--- src/rtl/nibble_serial_adder_pkg.sv ---
// ---------------------------------------------------------------------------
// nibble_serial_adder_pkg
// Shared definitions for the nibble-serial adder: the controller state
// encoding and the width of one serial digit (a nibble).
// ---------------------------------------------------------------------------
package nibble_serial_adder_pkg;

  localparam int NIBBLE_W = 4;

  typedef enum logic [1:0] {
    IDLE = 2'd0,
    CALC = 2'd1,
    DONE = 2'd2
  } state_e;

endpackage

--- src/rtl/nibble_serial_adder_if.sv ---
// ---------------------------------------------------------------------------
// nibble_serial_adder_if
// Operand/result handshake bundle for the nibble-serial adder.
//   in_valid/in_ready   : operand offer / acceptance (a, b, cin)
//   out_valid/out_ready : result offer / consumption (sum, cout, ovf)
// Modports:
//   master : producer of operands and consumer of results (e.g. a bench)
//   slave  : the adder itself
// ---------------------------------------------------------------------------
import nibble_serial_adder_pkg::*;

interface nibble_serial_adder_if #(
  parameter int NIBBLES = 4
);
  localparam int W = NIBBLE_W * NIBBLES;

  logic         in_valid;
  logic         in_ready;
  logic [W-1:0] a;
  logic [W-1:0] b;
  logic         cin;
  logic         out_valid;
  logic         out_ready;
  logic [W-1:0] sum;
  logic         cout;
  logic         ovf;

  modport master (
    output in_valid, a, b, cin, out_ready,
    input  in_ready, out_valid, sum, cout, ovf
  );

  modport slave (
    input  in_valid, a, b, cin, out_ready,
    output in_ready, out_valid, sum, cout, ovf
  );

endinterface

--- src/rtl/RCA.sv ---
// ---------------------------------------------------------------------------
// RCA
// 4-bit ripple-carry adder built from a chain of full adders.
//   s    : 4-bit sum
//   cout : carry out of bit 3
//   a, b : 4-bit addends
//   ci   : carry into bit 0
// ---------------------------------------------------------------------------
module RCA (
  output logic [3:0] s,
  output logic       cout,
  input  logic [3:0] a,
  input  logic [3:0] b,
  input  logic       ci
);

  logic [4:0] c;

  assign c[0] = ci;

  for (genvar i = 0; i < 4; i++) begin : g_fa
    assign s[i]   = a[i] ^ b[i] ^ c[i];
    assign c[i+1] = (a[i] & b[i]) | (c[i] & (a[i] ^ b[i]));
  end

  assign cout = c[4];

endmodule

--- src/rtl/nibble_serial_adder.sv ---
// ---------------------------------------------------------------------------
// nibble_serial_adder
// Adds two W-bit operands (W = 4*NIBBLES) plus a carry-in one nibble per
// clock using a single 4-bit ripple-carry adder. Operands are captured on
// the accept edge; the result is held until the consumer takes it.
// Ports:
//   clk   : rising-edge clock
//   rst_n : asynchronous active-low reset
//   bus   : slave side of nibble_serial_adder_if
//           (in_valid/in_ready/a/b/cin in, out_valid/out_ready/sum/cout/ovf out)
// ---------------------------------------------------------------------------
import nibble_serial_adder_pkg::*;

module nibble_serial_adder #(
  parameter int NIBBLES = 4
) (
  input  logic                  clk,
  input  logic                  rst_n,
  nibble_serial_adder_if.slave  bus
);

  localparam int                 W     = NIBBLE_W * NIBBLES;
  localparam int                 IDX_W = (NIBBLES > 1) ? $clog2(NIBBLES) : 1;
  localparam logic [IDX_W-1:0]   LAST  = IDX_W'(NIBBLES - 1);

  state_e             state_q, state_d;
  logic [IDX_W-1:0]   idx_q,   idx_d;
  logic [W-1:0]       a_q,     a_d;
  logic [W-1:0]       b_q,     b_d;
  logic [W-1:0]       sum_q,   sum_d;
  logic               carry_q, carry_d;
  logic               cout_q,  cout_d;
  logic               ovf_q,   ovf_d;

  logic [NIBBLE_W-1:0] a_nib;
  logic [NIBBLE_W-1:0] b_nib;
  logic [NIBBLE_W-1:0] nib_s;
  logic                nib_co;

  // Select the nibble currently being processed from the captured operands.
  assign a_nib = a_q[idx_q*NIBBLE_W +: NIBBLE_W];
  assign b_nib = b_q[idx_q*NIBBLE_W +: NIBBLE_W];

  RCA u_rca (nib_s, nib_co, a_nib, b_nib, carry_q);

  always_ff @(posedge clk or negedge rst_n) begin
    if (!rst_n) begin
      state_q <= IDLE;
      idx_q   <= '0;
      a_q     <= '0;
      b_q     <= '0;
      sum_q   <= '0;
      carry_q <= 1'b0;
      cout_q  <= 1'b0;
      ovf_q   <= 1'b0;
    end else begin
      state_q <= state_d;
      idx_q   <= idx_d;
      a_q     <= a_d;
      b_q     <= b_d;
      sum_q   <= sum_d;
      carry_q <= carry_d;
      cout_q  <= cout_d;
      ovf_q   <= ovf_d;
    end
  end

  always_comb begin
    state_d = state_q;
    idx_d   = idx_q;
    a_d     = a_q;
    b_d     = b_q;
    sum_d   = sum_q;
    carry_d = carry_q;
    cout_d  = cout_q;
    ovf_d   = ovf_q;

    case (state_q)
      IDLE: begin
        if (bus.in_valid) begin
          a_d     = bus.a;
          b_d     = bus.b;
          carry_d = bus.cin;
          idx_d   = '0;
          state_d = CALC;
        end
      end

      CALC: begin
        sum_d[idx_q*NIBBLE_W +: NIBBLE_W] = nib_s;
        carry_d = nib_co;
        if (idx_q == LAST) begin
          state_d = DONE;
          cout_d  = nib_co;
          // Top sum bit is nib_s[3] on this edge; it is not in sum_q yet.
          ovf_d   = (a_q[W-1] == b_q[W-1]) && (nib_s[NIBBLE_W-1] != a_q[W-1]);
        end else begin
          idx_d = idx_q + 1'b1;
        end
      end

      DONE: begin
        if (bus.out_ready) begin
          state_d = IDLE;
        end
      end

      default: state_d = IDLE;
    endcase
  end

  assign bus.in_ready  = (state_q == IDLE);
  assign bus.out_valid = (state_q == DONE);
  assign bus.sum       = sum_q;
  assign bus.cout      = cout_q;
  assign bus.ovf       = ovf_q;

endmodule

--- src/flat_wrapper.sv ---
// flat-port wrapper written by rule: the top's interface ports become plain ports
module nibble_serial_adder_flat 
#(
  parameter int NIBBLES = 4
)
  (clk, rst_n, bus_in_valid, bus_a, bus_b, bus_cin, bus_out_ready, bus_in_ready, bus_out_valid, bus_sum, bus_cout, bus_ovf);
  nibble_serial_adder_if #(.NIBBLES(NIBBLES)) bus_i ();
  input  logic clk;
  input  logic rst_n;
  input wire logic [$bits(bus_i.in_valid)-1:0] bus_in_valid;
  input wire logic [$bits(bus_i.a)-1:0] bus_a;
  input wire logic [$bits(bus_i.b)-1:0] bus_b;
  input wire logic [$bits(bus_i.cin)-1:0] bus_cin;
  input wire logic [$bits(bus_i.out_ready)-1:0] bus_out_ready;
  output wire logic [$bits(bus_i.in_ready)-1:0] bus_in_ready;
  output wire logic [$bits(bus_i.out_valid)-1:0] bus_out_valid;
  output wire logic [$bits(bus_i.sum)-1:0] bus_sum;
  output wire logic [$bits(bus_i.cout)-1:0] bus_cout;
  output wire logic [$bits(bus_i.ovf)-1:0] bus_ovf;
  assign bus_i.in_valid = bus_in_valid;
  assign bus_i.a = bus_a;
  assign bus_i.b = bus_b;
  assign bus_i.cin = bus_cin;
  assign bus_i.out_ready = bus_out_ready;
  assign bus_in_ready = bus_i.in_ready;
  assign bus_out_valid = bus_i.out_valid;
  assign bus_sum = bus_i.sum;
  assign bus_cout = bus_i.cout;
  assign bus_ovf = bus_i.ovf;
  nibble_serial_adder #(.NIBBLES(NIBBLES)) u_core (.clk(clk), .rst_n(rst_n), .bus(bus_i));
endmodule
--- config.mk ---
export PLATFORM = sky130hd
export DESIGN_NAME = nibble_serial_adder_flat
export DESIGN_NICKNAME = d
export VERILOG_FILES = /design/src/rtl/nibble_serial_adder_pkg.sv /design/src/rtl/nibble_serial_adder_if.sv /design/src/rtl/RCA.sv /design/src/rtl/nibble_serial_adder.sv /design/src/flat_wrapper.sv
export SDC_FILE = /design/constraint.sdc
export NUM_CORES = 1
export LEC_CHECK = 0
export ABC_AREA = 1
export ABC_CLOCK_PERIOD_IN_PS = 5200
export CAP_MARGIN = 5
export CORE_MARGIN = 3
export CORE_UTILIZATION = 50
export CTS_CLUSTER_DIAMETER = 80
export DETAILED_ROUTE_END_ITERATION = 7
export GPL_TIMING_DRIVEN = 0
export PLACE_DENSITY_LB_ADDON = 0.25
export SLEW_MARGIN = 20
export SYNTH_ARGS = -nofsm -noshare
export SYNTH_HDL_FRONTEND = slang
export SYNTH_SLANG_ARGS = --single-unit
--- constraint.sdc ---
create_clock -name clk -period 5.2 [get_ports clk]
set_input_delay 0.52 -clock clk [delete_from_list [all_inputs] [get_ports clk]]
set_output_delay 0.52 -clock clk [all_outputs]
set_load 0.005 [all_outputs]
---- After elaboration in Yosys (flattened, before gate mapping) ----
Cells that the tools add are included.
word-level totals
  logic and storage cells ................. 61
  output and inout bits ................... 20
  bits of input ports ..................... 37
  memories kept ........................... 0
  flip-flop bits (word level) ............. 55
  bits in latches ......................... 0
  bits in read-only memories .............. 0
  bits in writable memories ............... 0
operators by class
  bitwise gates (word level) .............. 20
  eq/ne operators ......................... 9
  reductions and logical operators ........ 8
  $add $sub $neg .......................... 2
  multiply operators ...................... 0
  muxes and demuxes ....................... 10
  $lt $le $gt $ge ......................... 0
  div/mod/pow operators ................... 0
  shifts and indexed selects .............. 4
operators by type and width
  kind                       count
  $neg A4 Y34                1
  $shift A4 B34 Y16 const A  1
  $shiftx A4 B34 Y16         1
  $shiftx A16 B5 Y4          2
  $bwmux W16                 1
  $mux W2                    5
  $and A1 B1 Y1              8
  $xor A1 B1 Y1              8
  $ne A2 B2 Y1 const B       3
  $pmux W2 S3                1
  $reduce_and A2 Y1          3
  $reduce_and A3 Y1          2
  $eq A2 B2 Y1 const B       2
  $or A1 B1 Y1               4
  $pmux W2 S2                1
  $add A2 B1 Y2 const B      1
  $eq A2 B1 Y1 const B       1
  $logic_not A2 Y1           1
  $ne A2 B1 Y1 const B       1
  $pmux W1 S2                1
  $reduce_bool A2 Y1         1
  $eq A1 B1 Y1               1
  $logic_and A1 B1 Y1        1
  $mux W1                    1
  $ne A1 B1 Y1               1

---- Depth between registers and ports, before layout ----
  depth in word-level cells ............... 11
  mapped depth ............................ 18
  depth with buffers taken out ............ 16

---- Hierarchy ----
From an unflattened synthesis, not the netlist that was laid out.
unflattened totals
  cell total of the unflattened synthesis .. 346
  area total of the unflattened synthesis .. 2821.5 um2
by module, submodules not included
  module               area each (um2)  sequential area each (um2)  instances  cells each
  nibble_serial_adder  2703.8           1376.3                      1          332
  RCA                  117.6            0.0                         1          14

---- Least setup slack after synthesis ----
Ideal clock, no wire load.
  path type ............................... register to register
  start point ............................. reg u_core.idx_q[1]
  end point ............................... reg u_core.sum_q[3] (netlist: u_core.bus.sum[3])
  library setup time ...................... 0.117 ns
  data required time ...................... 5.083 ns
  clock period less this slack ............ 2.828 ns
  path buffers ............................ 1
  path slack .............................. 2.372 ns
  arrival time ............................ 2.711 ns
  stages on the path, launching flop included .. 16
  cell sequence ........................... dfrtp_1 buf_2 clkinv_1 nand3_1 nand2_1 fa_1 inv_1 fa_1 inv_1 fa_1 inv_1 fa_1 inv_1 nor2_1 nand3_1 nand2_1
between the ends
  cells in the longest elaborated chain, start to end .. 11
  elaborated cells between the ends (all ways) .. 23
  those cells by class .................... add/sub: 1; shift: 4; mux: 1; bitwise: 17
ends and longest elaborated chain
  what                                  RTL line                                              source
  from (decl)                           nibble_serial_adder.sv:27                             logic [IDX_W-1:0] idx_q, idx_d;
  from (signal assigned)                nibble_serial_adder.sv:58                             idx_q <= idx_d;
  $shiftx A16 B5 Y4 (on tied branches)  nibble_serial_adder.sv:41, nibble_serial_adder.sv:42
  $xor A1 B1 Y1                         RCA.sv:22, RCA.sv:23
  $and A1 B1 Y1                         RCA.sv:23                                             assign c[i+1] = (a[i] & b[i]) | (c[i] & (a[i] ^ b[i]));
  $or A1 B1 Y1                          RCA.sv:23
  $and A1 B1 Y1                         RCA.sv:23
  $or A1 B1 Y1                          RCA.sv:23
  $and A1 B1 Y1                         RCA.sv:23
  $or A1 B1 Y1                          RCA.sv:23
  $xor A1 B1 Y1                         RCA.sv:22                                             assign s[i] = a[i] ^ b[i] ^ c[i];
  $shiftx A4 B34 Y16                    nibble_serial_adder.sv:90                             sum_d[idx_q*NIBBLE_W +: NIBBLE_W] = nib_s;
  $bwmux W16 (*)                        nibble_serial_adder.sv:90
  to (signal assigned)                  nibble_serial_adder.sv:61                             sum_q <= sum_d;
  to (decl)                             nibble_serial_adder.sv:30                             logic [W-1:0] sum_q, sum_d;
Every way passes the cells marked *; elsewhere a longest branch is shown, timed or not.
A chain may end at the register's enable or synchronous reset.

---- Worst setup path after layout ----
  start point ............................. reg u_core.idx_q[1]
  end point ............................... reg u_core.ovf_q (netlist: u_core.bus.ovf)
between the ends
  cells in the longest elaborated chain, start to end .. 11
  elaborated cells between the ends (all ways) .. 20
  those cells by class .................... eq/ne: 2; shift: 2; bitwise: 14; reduce/logical: 2
ends and longest elaborated chain
  what                                  RTL line                                              source
  $shiftx A16 B5 Y4 (on tied branches)  nibble_serial_adder.sv:41, nibble_serial_adder.sv:42
  $xor A1 B1 Y1                         RCA.sv:23
  $and A1 B1 Y1                         RCA.sv:23
  $or A1 B1 Y1                          RCA.sv:23
  $and A1 B1 Y1                         RCA.sv:23
  $or A1 B1 Y1                          RCA.sv:23
  $and A1 B1 Y1                         RCA.sv:23
  $or A1 B1 Y1                          RCA.sv:23
  $xor A1 B1 Y1                         RCA.sv:22
  $ne A1 B1 Y1                          nibble_serial_adder.sv:96                             ovf_d = (a_q[W-1] == b_q[W-1]) && (nib_s[NIBBLE_W-1] != a_q[W-1]);
  $logic_and A1 B1 Y1                   nibble_serial_adder.sv:96
  to (signal assigned)                  nibble_serial_adder.sv:64                             ovf_q <= ovf_d;
  to (decl)                             nibble_serial_adder.sv:33                             logic ovf_q, ovf_d;
Several ways; a longest one is shown, not always the timed one.

==> results by stage <==
Outcome:
- The flow ran to the end, and the final reports show no timing, DRC or antenna violations.

Routing:
- The total iterations of the first detailed-routing run is 4.
- The number of design rule violations left after detail routing is 0.
- The initial detailed-routing violation count is 96.
- The via density per instance is 5.06.
- The sum of routed wire length over all layers is 6220 µm.
- The final antenna-violating net count is 0.
- The wire length per cell is 12.7 µm.
- The detailed-route via count is 2,471.

Job:
- Across the run, the number of max-cap violations was 0.

Critical path:
- The number of buffers and inverters on the critical path is 6.
- The startpoint-to-endpoint class of the critical path is register to register.
- The startpoint class of the critical path is a register.
- At the worst endpoint, the required time is 5.46 ns.
- The cell family contributing the most delay on the critical path is adder cells.
- STA classifies the critical path endpoint as a register.
- The critical register-to-register path endpoint is u_core.bus.ovf.
- The delay of the slowest cell on the worst path is 0.47 ns.
- The worst register-to-register path has a depth of 16.
- The largest individual stage delay along the critical path comes from the cell fa_1.
- Traced cell by cell, the critical path runs through buf_2, clkinv_1, nand3_1, nand2_1, fa_1, inv_1, fa_1, inv_1, fa_1, inv_1, fa_1, inv_1, nand2_1, nand2_1, nand3_1, nand2_1.
- The arrival time of data at the critical path endpoint is 3.60 ns.
- The origin of the critical flop-to-flop path is u_core.idx_q[1].
- The maximum net fanout on the critical path is 11.
- The register-to-register setup slack is 1.86 ns.

Yosys:
- The average instance in the mapped netlist occupies 7.96 µm².
- When the netlist entered floorplanning its net count stood at 402.
- The sequential cell area fraction in the yosys report is 0.487.
- The total of warnings raised by yosys is 0.
- The total of flip-flops plus latches after synthesis is 55.
- In this run, distinct cell masters in the synthesized netlist total 20.
- The post-synth design cell area is 2830 µm².
- The number of instances in the synthesized netlist is 355.

Timing:
- Subtracting the final worst setup slack from the clock period gives 3.34 ns.
- The final count of pins violating max slew is 0.
- For this run, the top clock speed supported by timing is 0.299 GHz.
- Summed over all failing endpoints, the final setup total negative slack is 0 ns.
- Setup violations remaining at the end of the flow were counted as 0.
- The worst clock skew on the final layout is 0.00661 ns.
- Setup repair after global routing left no endpoint under its margin.
- The max-slew headroom at the worst pin is 0.562.
- The transition at the pin with the smallest max-transition slack is 0.656 ns.
- Across all hold checks on the routed design, the worst slack comes to 0.223 ns.
- The count of final hold-check violations came to 0.
- The final period utilization is 0.642.

Layout:
- The leading cell type in the layout, fill and taps excluded is nand2_1.
- The final layout contains 464 nets.
- In the final layout, the share of cells above drive strength 1 is 0.0742.
- The number of antenna diodes in the final layout is 0.
- Compared with the post-synthesis result, the final layout area differs by 26.0%.
- The library cells used most frequently in the layout, excluding fill and tap cells, are nand2_1 (151), nand3_1 (57), dfrtp_1 (55).
- The total of fill cells in the finished design is 484.
- The final standard cell count with taps included and fillers excluded is 488.

Power and ir drop:
- The internal power of the cells totals 1220 µW.
- For this design the static power due to leakage is 0.00184 µW.
- The analysis attributes to net switching a power of 1020 µW.
- In this run the power density over the cells is 631 nW/µm².
- The sequential cell fraction of total power is 0.317.
- Across the VDD grid, the largest voltage drop is 0.000289 V.
- The portion of total power attributed to combinational logic is 0.570.
- Of the total power, the clock network draws 0.114.
- The proportion of total power due to net switching is 0.455.

Placement:
- The estimated wirelength of the detail-placed design is 4660 µm.
- The global placement routability congestion is 0.848.
- Once placement completed, the tool counted placed cells totaling 480.
- The number of buffers added on ports is 55.

Clocking:
- The number of H-tree levels is 2.
- The CTS tree is done.
- Counting along the longest clock path gives a buffer depth of 2.
- The number of setup buffers added after CTS is 0.
- The total CTS buffers is 5.
- Counting every sink on the clock net gives 55.
- The register clock-pin slew on the reported worst setup and hold paths is 0.09 ns.
- CTS placed an instance of clkbuf_8 at the clock tree root.
- The clock latency of the later-clocked register in the worst-skew pair is 0.31 ns.
- The post-cts repair resize count is 0.
- The cts-stage hold buffer count is 0.

Die:
- The height of the chip is 81.2 µm.
- The effective utilization at floorplan is 0.536.
- The area of the die is 6590 µm².
- The die is 81.2 µm wide.
- The number of ports placed on the die boundary is 57.
- In this run the core area contains 26 standard-cell rows.
- The floorplan step defined a core boundary enclosing 5270 µm².

GRT:
- The total congestion overflow is 0.
- The first global-routing pass estimated 10,500 µm of wire.
- The largest net degree at the start of global routing is 56.
- The initial antenna violation count is 0.
- The number of global-route vias before repair is 2,258.
- In the global route stage, overall resource usage came out at 0.208.

Min path:
- The min-delay analysis places its worst path in the category input port to async pin.
[state kept, by name (all words and copies together) (netlist names)]
register / cells
u_core.state_q: 2
u_core.bus.cout: 1
u_core.a_q: 16
u_core.bus.ovf: 1
u_core.b_q: 16
u_core.bus.sum: 16
u_core.carry_q: 1
u_core.idx_q: 2
[worst max path at each step]
stage | start | endpoint | cells after the start
finish | u_core.idx_q[1] | u_core.bus.ovf | 16
global route | u_core.idx_q[1] | u_core.bus.ovf | 16
CTS | u_core.idx_q[1] | u_core.bus.ovf | 16
detailed placement | u_core.idx_q[1] | u_core.bus.ovf | 16
global placement | u_core.idx_q[1] | u_core.bus.ovf | 16
floorplan | u_core.idx_q[1] | u_core.bus.sum[3] | 15
[per-layer routing]
layer	share of wire	global-route usage	up-vias
met5	0	0	-
met4	0.013	0.0794	0
met3	0.055	0.0377	8
met2	0.51	0.357	67
met1	0.42	0.260	1151
li1	-	-	1245
[synthesized netlist by cell type, drive strengths merged]
| library cell | number | area (µm²) |
|---|---|---|
| o31ai | 1 | 7.51 |
| nand3 | 59 | 305 |
| clkbuf | 3 | 11.3 |
| dfrtp | 55 | 1380 |
| buf | 15 | 100 |
| fa | 4 | 80.1 |
| o21ai | 8 | 40.0 |
| ha | 6 | 75.1 |
| clkinv | 1 | 3.75 |
| o211ai | 6 | 45.0 |
| inv | 24 | 90.1 |
| nand4 | 2 | 12.5 |
| nor2 | 18 | 88.8 |
| nand2 | 153 | 589 |
[power groups by stage]
stage               Sequential, µW  Clock, µW  Combinational, µW
floorplan                      701          0                886
global placement               712          0               1230
detailed placement             720          0               1270
CTS                            713        259               1280
global route                   735        276               1440
finish                         712        255               1280
[per-stage QoR]
stage	area [µm²]	util	worst slack, ns	total power [µW]
3_3_place_gp	3460	0.657	1.94	1940
3_5_place_dp	3460	0.657	1.90	1990
6_report	3560	0.676	1.86	2250
2_1_floorplan	2830	-	2.37	1590
4_1_cts	3560	0.676	1.85	2250
5_1_grt	3560	0.676	1.68	2450
[cell type report]
cell class | count | area, µm² | area share
sequential | 55 | 1380 | 0.387
multi-input combinational | 257 | 1240 | 0.349
timing repair buffer | 55 | 548 | 0.154
buffer | 18 | 111 | 0.0313
clock buffer | 8 | 100 | 0.0281
inverter | 25 | 93.8 | 0.0264
tap | 70 | 87.6 | 0.0246
[cells by family after synthesis]
group	Yosys count	share of synthesized area
flops	55	0.487
fa+ha+maj	10	0.0549
compound gates	15	0.0328
buf+inv	43	0.0726
simple gates	232	0.353
No activity file was read; power rests on OpenSTA's default activity.
